$ cat src/rtl/control_sequencer.sv
// control_sequencer
//
// Hardwired control unit for CPU_Datapath. Steps through fetch (T0-T2) and an
// opcode-dependent execute sequence (T3-T7), driving every datapath strobe plus
// ALUSelection from the registered state and IR[31:27].
//
// Build option: define SEQ_MULDIV_EN to compile in the mul/div sequence. Without
// it, mul/div opcodes decode as nop and HIin, LOin, ZHighout stay 0.
//
// Ports:
//   clk           system clock, rising edge
//   clr           asynchronous active-low reset
//   run           level; start/continue fetching (sampled in IDLE and last step)
//   IR            instruction register (opcode in IR[31:27])
//   CON_FF_Out    branch condition from datapath
//   <strobes>     1-bit datapath control strobes
//   ALUSelection  5-bit ALU operation select
//   halted        high in HALT
//   step          current state code (debug): 0 IDLE, 1-8 T0-T7, 9 HALT

module control_sequencer #(
   parameter logic [4:0] ADD_SEL = 5'b00011
) (
   input  logic        clk,
   input  logic        clr,
   input  logic        run,
   input  logic [31:0] IR,
   input  logic        CON_FF_Out,
   output logic        PCout,
   output logic        MARin,
   output logic        IncPC,
   output logic        Zin,
   output logic        ZLowout,
   output logic        ZHighout,
   output logic        PCin,
   output logic        MDRread,
   output logic        MDRin,
   output logic        MDRout,
   output logic        IRin,
   output logic        Gra,
   output logic        Grb,
   output logic        Grc,
   output logic        Rin,
   output logic        Rout,
   output logic        BAout,
   output logic        Yin,
   output logic        Cout,
   output logic        HIin,
   output logic        LOin,
   output logic        HIout,
   output logic        LOout,
   output logic        InPortout,
   output logic        OPin,
   output logic        CON_FF_In,
   output logic        wren,
   output logic [4:0]  ALUSelection,
   output logic        halted,
   output logic [3:0]  step
);

   localparam logic [3:0] StIdle = 4'd0;
   localparam logic [3:0] StT0   = 4'd1;
   localparam logic [3:0] StT1   = 4'd2;
   localparam logic [3:0] StT2   = 4'd3;
   localparam logic [3:0] StT3   = 4'd4;
   localparam logic [3:0] StT4   = 4'd5;
   localparam logic [3:0] StT5   = 4'd6;
   localparam logic [3:0] StT6   = 4'd7;
   localparam logic [3:0] StT7   = 4'd8;
   localparam logic [3:0] StHalt = 4'd9;

   // Instruction classes: opcodes sharing one execute sequence.
   localparam logic [3:0] ClNop    = 4'd0;
   localparam logic [3:0] ClAlu    = 4'd1;
   localparam logic [3:0] ClImm    = 4'd2;
   localparam logic [3:0] ClUnary  = 4'd3;
   localparam logic [3:0] ClLd     = 4'd4;
   localparam logic [3:0] ClLdi    = 4'd5;
   localparam logic [3:0] ClSt     = 4'd6;
   localparam logic [3:0] ClMulDiv = 4'd7;
   localparam logic [3:0] ClBrx    = 4'd8;
   localparam logic [3:0] ClJr     = 4'd9;
   localparam logic [3:0] ClIn     = 4'd10;
   localparam logic [3:0] ClOut    = 4'd11;
   localparam logic [3:0] ClMfhi   = 4'd12;
   localparam logic [3:0] ClMflo   = 4'd13;
   localparam logic [3:0] ClHalt   = 4'd14;

   logic [3:0] state_q, state_d;
   logic [4:0] opcode;
   logic [3:0] cls;
   logic [3:0] last_step;
   logic [4:0] imm_sel;
   logic       unused_ir;

   assign opcode    = IR[31:27];
   assign unused_ir = ^IR[26:0];

   always_comb begin
      cls = ClNop;
      case (opcode)
         5'b00000: cls = ClLd;
         5'b00001: cls = ClLdi;
         5'b00010: cls = ClSt;
         5'b00011, 5'b00100, 5'b00101, 5'b00110, 5'b00111,
         5'b01000, 5'b01001, 5'b01010, 5'b01011: cls = ClAlu;
         5'b01100, 5'b01101, 5'b01110: cls = ClImm;
`ifdef SEQ_MULDIV_EN
         5'b01111, 5'b10000: cls = ClMulDiv;
`endif
         5'b10001, 5'b10010: cls = ClUnary;
         5'b10011: cls = ClBrx;
         5'b10100: cls = ClJr;
         5'b10110: cls = ClIn;
         5'b10111: cls = ClOut;
         5'b11000: cls = ClMfhi;
         5'b11001: cls = ClMflo;
         5'b11011: cls = ClHalt;
         default:  cls = ClNop;
      endcase
   end

   always_comb begin
      case (opcode)
         5'b01101: imm_sel = 5'b00101;
         5'b01110: imm_sel = 5'b00110;
         default:  imm_sel = 5'b00011;
      endcase
   end

   // Final execute step of each class; run is sampled only there.
   always_comb begin
      case (cls)
         ClAlu, ClImm, ClLdi:              last_step = StT5;
         ClUnary:                          last_step = StT4;
         ClLd, ClSt:                       last_step = StT7;
         ClMulDiv, ClBrx:                  last_step = StT6;
         ClJr, ClIn, ClOut, ClMfhi, ClMflo: last_step = StT3;
         default:                          last_step = StT2;
      endcase
   end

   always_comb begin
      state_d = state_q;
      case (state_q)
         StIdle: if (run) state_d = StT0;
         StT0:   state_d = StT1;
         StT1:   state_d = StT2;
         StT2: begin
            if (cls == ClHalt)     state_d = StHalt;
            else if (cls == ClNop) state_d = StT0;
            else                   state_d = StT3;
         end
         StT3, StT4, StT5, StT6, StT7: begin
            if (state_q == last_step) state_d = run ? StT0 : StIdle;
            else                      state_d = state_q + 4'd1;
         end
         StHalt: state_d = StHalt;
         default: state_d = StIdle;
      endcase
   end

   always_ff @(posedge clk or negedge clr) begin
      if (!clr) state_q <= StIdle;
      else      state_q <= state_d;
   end

   assign step   = state_q;
   assign halted = (state_q == StHalt);

   always_comb begin
      PCout = 1'b0; MARin = 1'b0; IncPC = 1'b0; Zin = 1'b0; ZLowout = 1'b0;
      ZHighout = 1'b0; PCin = 1'b0; MDRread = 1'b0; MDRin = 1'b0; MDRout = 1'b0;
      IRin = 1'b0; Gra = 1'b0; Grb = 1'b0; Grc = 1'b0; Rin = 1'b0; Rout = 1'b0;
      BAout = 1'b0; Yin = 1'b0; Cout = 1'b0; HIin = 1'b0; LOin = 1'b0;
      HIout = 1'b0; LOout = 1'b0; InPortout = 1'b0; OPin = 1'b0;
      CON_FF_In = 1'b0; wren = 1'b0; ALUSelection = 5'b00000;
      case (state_q)
         StT0: begin PCout = 1'b1; MARin = 1'b1; IncPC = 1'b1; Zin = 1'b1; end
         StT1: begin ZLowout = 1'b1; PCin = 1'b1; MDRread = 1'b1; MDRin = 1'b1; end
         StT2: begin MDRout = 1'b1; IRin = 1'b1; end
         StT3: begin
            case (cls)
               ClAlu, ClImm: begin Grb = 1'b1; Rout = 1'b1; Yin = 1'b1; end
               ClLd, ClLdi, ClSt: begin Grb = 1'b1; BAout = 1'b1; Yin = 1'b1; end
               ClUnary: begin
                  Grb = 1'b1; Rout = 1'b1; Zin = 1'b1; ALUSelection = opcode;
               end
`ifdef SEQ_MULDIV_EN
               ClMulDiv: begin Gra = 1'b1; Rout = 1'b1; Yin = 1'b1; end
`endif
               ClBrx:  begin Gra = 1'b1; Rout = 1'b1; CON_FF_In = 1'b1; end
               ClJr:   begin Gra = 1'b1; Rout = 1'b1; PCin = 1'b1; end
               ClIn:   begin InPortout = 1'b1; Gra = 1'b1; Rin = 1'b1; end
               ClOut:  begin Gra = 1'b1; Rout = 1'b1; OPin = 1'b1; end
               ClMfhi: begin HIout = 1'b1; Gra = 1'b1; Rin = 1'b1; end
               ClMflo: begin LOout = 1'b1; Gra = 1'b1; Rin = 1'b1; end
               default: ;
            endcase
         end
         StT4: begin
            case (cls)
               ClAlu: begin
                  Grc = 1'b1; Rout = 1'b1; Zin = 1'b1; ALUSelection = opcode;
               end
               ClImm: begin Cout = 1'b1; Zin = 1'b1; ALUSelection = imm_sel; end
               ClLd, ClLdi, ClSt: begin Cout = 1'b1; Zin = 1'b1; ALUSelection = ADD_SEL; end
               ClUnary: begin ZLowout = 1'b1; Gra = 1'b1; Rin = 1'b1; end
`ifdef SEQ_MULDIV_EN
               ClMulDiv: begin
                  Grb = 1'b1; Rout = 1'b1; Zin = 1'b1; ALUSelection = opcode;
               end
`endif
               ClBrx: begin PCout = 1'b1; Yin = 1'b1; end
               default: ;
            endcase
         end
         StT5: begin
            case (cls)
               ClAlu, ClImm, ClLdi: begin ZLowout = 1'b1; Gra = 1'b1; Rin = 1'b1; end
               ClLd, ClSt: begin ZLowout = 1'b1; MARin = 1'b1; end
`ifdef SEQ_MULDIV_EN
               ClMulDiv: begin ZLowout = 1'b1; LOin = 1'b1; end
`endif
               ClBrx: begin Cout = 1'b1; Zin = 1'b1; ALUSelection = ADD_SEL; end
               default: ;
            endcase
         end
         StT6: begin
            case (cls)
               ClLd: begin MDRread = 1'b1; MDRin = 1'b1; end
               // Store loads MDR from the register file, not memory.
               ClSt: begin Gra = 1'b1; Rout = 1'b1; MDRin = 1'b1; end
`ifdef SEQ_MULDIV_EN
               ClMulDiv: begin ZHighout = 1'b1; HIin = 1'b1; end
`endif
               ClBrx: begin
                  if (CON_FF_Out) begin ZLowout = 1'b1; PCin = 1'b1; end
               end
               default: ;
            endcase
         end
         StT7: begin
            case (cls)
               ClLd: begin MDRout = 1'b1; Gra = 1'b1; Rin = 1'b1; end
               ClSt: wren = 1'b1;
               default: ;
            endcase
         end
         default: ;
      endcase
   end

endmodule

$ cat config.mk
export PLATFORM = sky130hd
export DESIGN_NAME = control_sequencer
export DESIGN_NICKNAME = d
export VERILOG_FILES = /design/src/rtl/control_sequencer.sv
export SDC_FILE = /design/constraint.sdc
export NUM_CORES = 1
export LEC_CHECK = 0
export BUFFER_PORTS_ARGS = -buffer_cell sky130_fd_sc_hd__buf_2
export CAP_MARGIN = 40
export CORE_MARGIN = 4
export CORE_UTILIZATION = 45
export CTS_BUF_LIST = sky130_fd_sc_hd__clkbuf_2 sky130_fd_sc_hd__clkbuf_4 sky130_fd_sc_hd__clkbuf_8
export DETAILED_ROUTE_END_ITERATION = 10
export GPL_TIMING_DRIVEN = 0
export PLACE_DENSITY = 0.85
export SLEW_MARGIN = 0
export SYNTH_ARGS = -nofsm -noshare
export SYNTH_HDL_FRONTEND = slang
export SYNTH_SLANG_ARGS = --single-unit
$ cat constraint.sdc
create_clock -name clk -period 5.2 [get_ports clk]
set_input_delay 1.04 -clock clk [delete_from_list [all_inputs] [get_ports clk]]
set_output_delay 1.04 -clock clk [all_outputs]
set_load 0.02 [all_outputs]
==> results.sh <==
export IMPL_globalplace_congestion=0.919
export IMPL_ys_seq_area_share_pct=6.88
export IMPL_worstPathCellList="buf_2 -> inv_1 -> ha_1 -> and2b_1 -> o21ai_1 -> nand3_2 -> inv_4 -> ha_1 -> nand2_1 -> nor2_1 -> nand4_1 -> a21oi_1 -> a221o_1 -> buf_2"
export IMPL_postSynth_asyncResetShare_pct=100
export IMPL_critical_path_class="input pin to output port"
export IMPL_finalWirelength_mm=4.35
export IMPL_routed_via_count=1842
export IMPL_maxClockFrequency_mhz=205
export IMPL_layout_cells_most_common_list="sky130_fd_sc_hd__buf_2, sky130_fd_sc_hd__nand2_1, sky130_fd_sc_hd__nor2_1"
export IMPL_synth_main_ff_cell="sky130_fd_sc_hd__dfrtp_1"
export IMPL_drtIter0Drc=196
export IMPL_timing_max_cap_violations=0
export IMPL_diodes_inserted=0
export IMPL_average_instance_area_after_synthesis_sq_um=6.90
export IMPL_grt_start_max_net_pins=11
export IMPL_leakagePower_nw=0.853
export IMPL_cts_inserted_buffers=3
export IMPL_root_buffer="sky130_fd_sc_hd__clkbuf_4"
export IMPL_fin_tns_setup_ns=0
export IMPL_rows=20
export IMPL_relSlewSlack_pct=36.6
export IMPL_post_cts_repair_setup_buffers=0
export IMPL_largest_reg_flops=4
export IMPL_htree_levels=1
export IMPL_via_count_of_the_first_global_routing_pass=1685
export IMPL_clk_insertion_delay_late_ns=0.24
export IMPL_slowest_delay_ns=0.40
export IMPL_drc_violation_count_after_routing=0
export IMPL_cts_resized=0
export IMPL_core_area_sq_um=3080
export IMPL_detail_route_vias_per_cell=6.12
export IMPL_io_buffer_count=42
export IMPL_critical_path_slowest_cell="sky130_fd_sc_hd__ha_1"
export IMPL_drtAntennaViolNets=0
export IMPL_period_utilization_post_route_pct=93.7
export IMPL_clkSlewWorstSetupHoldPaths_ns=0.04
export IMPL_crit_arrival_ns=3.83
export IMPL_synthDistinctLibCells=61
export IMPL_die_height_um=64.9
export IMPL_final_instance_count_excl_fill=301
export IMPL_run_status="finished clean"
export IMPL_worst_path_buf_inv=4
export IMPL_wire_length_of_the_first_global_routing_pass_mm=7.26
export IMPL_timing_final_crit_period_ns=4.87
export IMPL_ios=73
export IMPL_post_synth_top_area_fraction_pct=9.46
export IMPL_synthToLayoutAreaGrowth_pct=20.0
export IMPL_post_dp_hpwl_mm=3.39
export IMPL_grt_overflow_total=0
export IMPL_drive_above_1_share_pct=25.7
export IMPL_floorplan_die_area_sq_um=4210
export IMPL_setup_repair_after_global_routing_missed_its_margin="false"
export IMPL_tightest_slew_ns=0.943
export IMPL_clock_skew_after_layout_ns=0.00736
export IMPL_clock_sink_count=4
export IMPL_mostFrequentLayoutCell="sky130_fd_sc_hd__buf_2"
export IMPL_finalHoldViolCount=0
export IMPL_numPlacedInstances=299
export IMPL_worst_setup_path_start_kind="input pin"
export IMPL_synth_edff_count=0
export IMPL_ys_warnings_count=0
export IMPL_gr_usage_all_layers_pct=20.6
export IMPL_synth_largest_area_cell="sky130_fd_sc_hd__ha_1"
export IMPL_start_util_pct=47.3
export IMPL_initial_antenna_violation_count=0
export IMPL_critical_path_required_ns=4.16
export IMPL_synthesis_area_sq_um=1460
export IMPL_fp_dieW_um=64.9
export IMPL_ys_ff_latch=4
export IMPL_fin_nets=306
export IMPL_setup_violations=0
export IMPL_critical_path_max_fanout=12
export IMPL_crit_family="simple AND/OR/NAND/NOR gates"
export IMPL_netlist_top_cells_area="sky130_fd_sc_hd__ha_1, sky130_fd_sc_hd__dfrtp_1, sky130_fd_sc_hd__nand2_1"
export IMPL_dr_pass1_iterations=7
export IMPL_max_clock_path_buffers=2
export IMPL_n_fill_cell=295
export IMPL_design_power_total_uw=517
export IMPL_timing_final_max_slew_violations=0
export IMPL_vdd_ir_drop_max_mv=0.0946
export IMPL_power_density_cell_area_nw_per_um2=296
export IMPL_wl_per_cell_um=14.4
export IMPL_timing_hold_ws_ns=0.591
export IMPL_synth_cells=211
export IMPL_worst_setup_path_end_kind="output port"
export IMPL_cts_tree="yes"
export IMPL_cts_hold_buf=0
export IMPL_hp_class="input pin to asynchronous set/reset pin"
==> layout make-up <==
cell class	instances	area [sq um]	area share, %
multi-input combinational	186	1260	72.1
clock buffer	3	22.5	1.29
inverter	9	36.3	2.08
sequential	4	100	5.73
timing repair buffer	42	210	12.0
buffer	13	63.8	3.65
tap	44	55.1	3.15
==> per-stage QoR <==
| stage | util (%) | instance area (sq um) | worst slack (ns) |
|---|---|---|---|
| 6_report | 56.7 | 1750 | 0.327 |
| 5_1_grt | 56.7 | 1750 | 0.0657 |
| 4_1_cts | 56.9 | 1750 | 0.236 |
| 3_5_place_dp | 56.1 | 1730 | 0.251 |
| 3_3_place_gp | 56.1 | 1730 | 0.259 |
| 2_1_floorplan | - | 1460 | 0.837 |
==> final timing paths <==
kind	start	to	slack [ns]	cells past startpoint
hold reg to reg	step[1]	step[1]	0.77	3
setup reg to reg	step[1]	step[0]	2.84	10
max in group asynchronous	clr	step[0]	4.48	1
hold / removal	clr	step[2]	0.59	1
setup / recovery	IR[27]	ZLowout	0.33	14
min in group clk	step[1]	step[1]	0.77	3
==> Yosys cell counts, types with 4 or more instances <==
master	number
sky130_fd_sc_hd__nand3b_1	7
sky130_fd_sc_hd__nand4_1	6
sky130_fd_sc_hd__inv_1	7
sky130_fd_sc_hd__nand3_1	12
sky130_fd_sc_hd__nor2_1	17
sky130_fd_sc_hd__clkbuf_1	8
sky130_fd_sc_hd__and2_1	7
sky130_fd_sc_hd__nor2b_1	5
sky130_fd_sc_hd__o21ai_0	9
sky130_fd_sc_hd__a21oi_1	11
sky130_fd_sc_hd__nand2_1	19
sky130_fd_sc_hd__dfrtp_1	4
sky130_fd_sc_hd__and3_1	4
sky130_fd_sc_hd__nand2b_1	6
sky130_fd_sc_hd__ha_1	11
==> report_power, final <==
part	switching (mW)	internal, mW	total, mW
Combinational	0.271	0.150	0.420
Sequential	0.0162	0.0412	0.0574
Clock	0.0140	0.0259	0.0399
Total	0.301	0.217	0.517
==> routing by layer <==
| layer | global-route usage, % | share of wire, % |
|---|---|---|
| met3 | 2.77 | 7.9 |
| met2 | 36.3 | 48 |
| met1 | 26.3 | 42 |
| met4 | 5.28 | 1.3 |
| met5 | 0 | 0 |
==> logic make-up (layout without fill, tap and decap cells) <==
family	count (synthesis)	in the layout	share of synthesized area [%]
xor gates and xnor gates	3	3	1.81
adders and majority gates	11	11	9.46
and+or+nand+nor	103	103	39.4
muxes	2	2	1.46
DFF	4	4	6.88
AOI/OAI and AO/OA	64	64	33.6
other	1	3	0.258
buffers and inverters	23	67	7.14
Power figures use the tool's default switching activity.
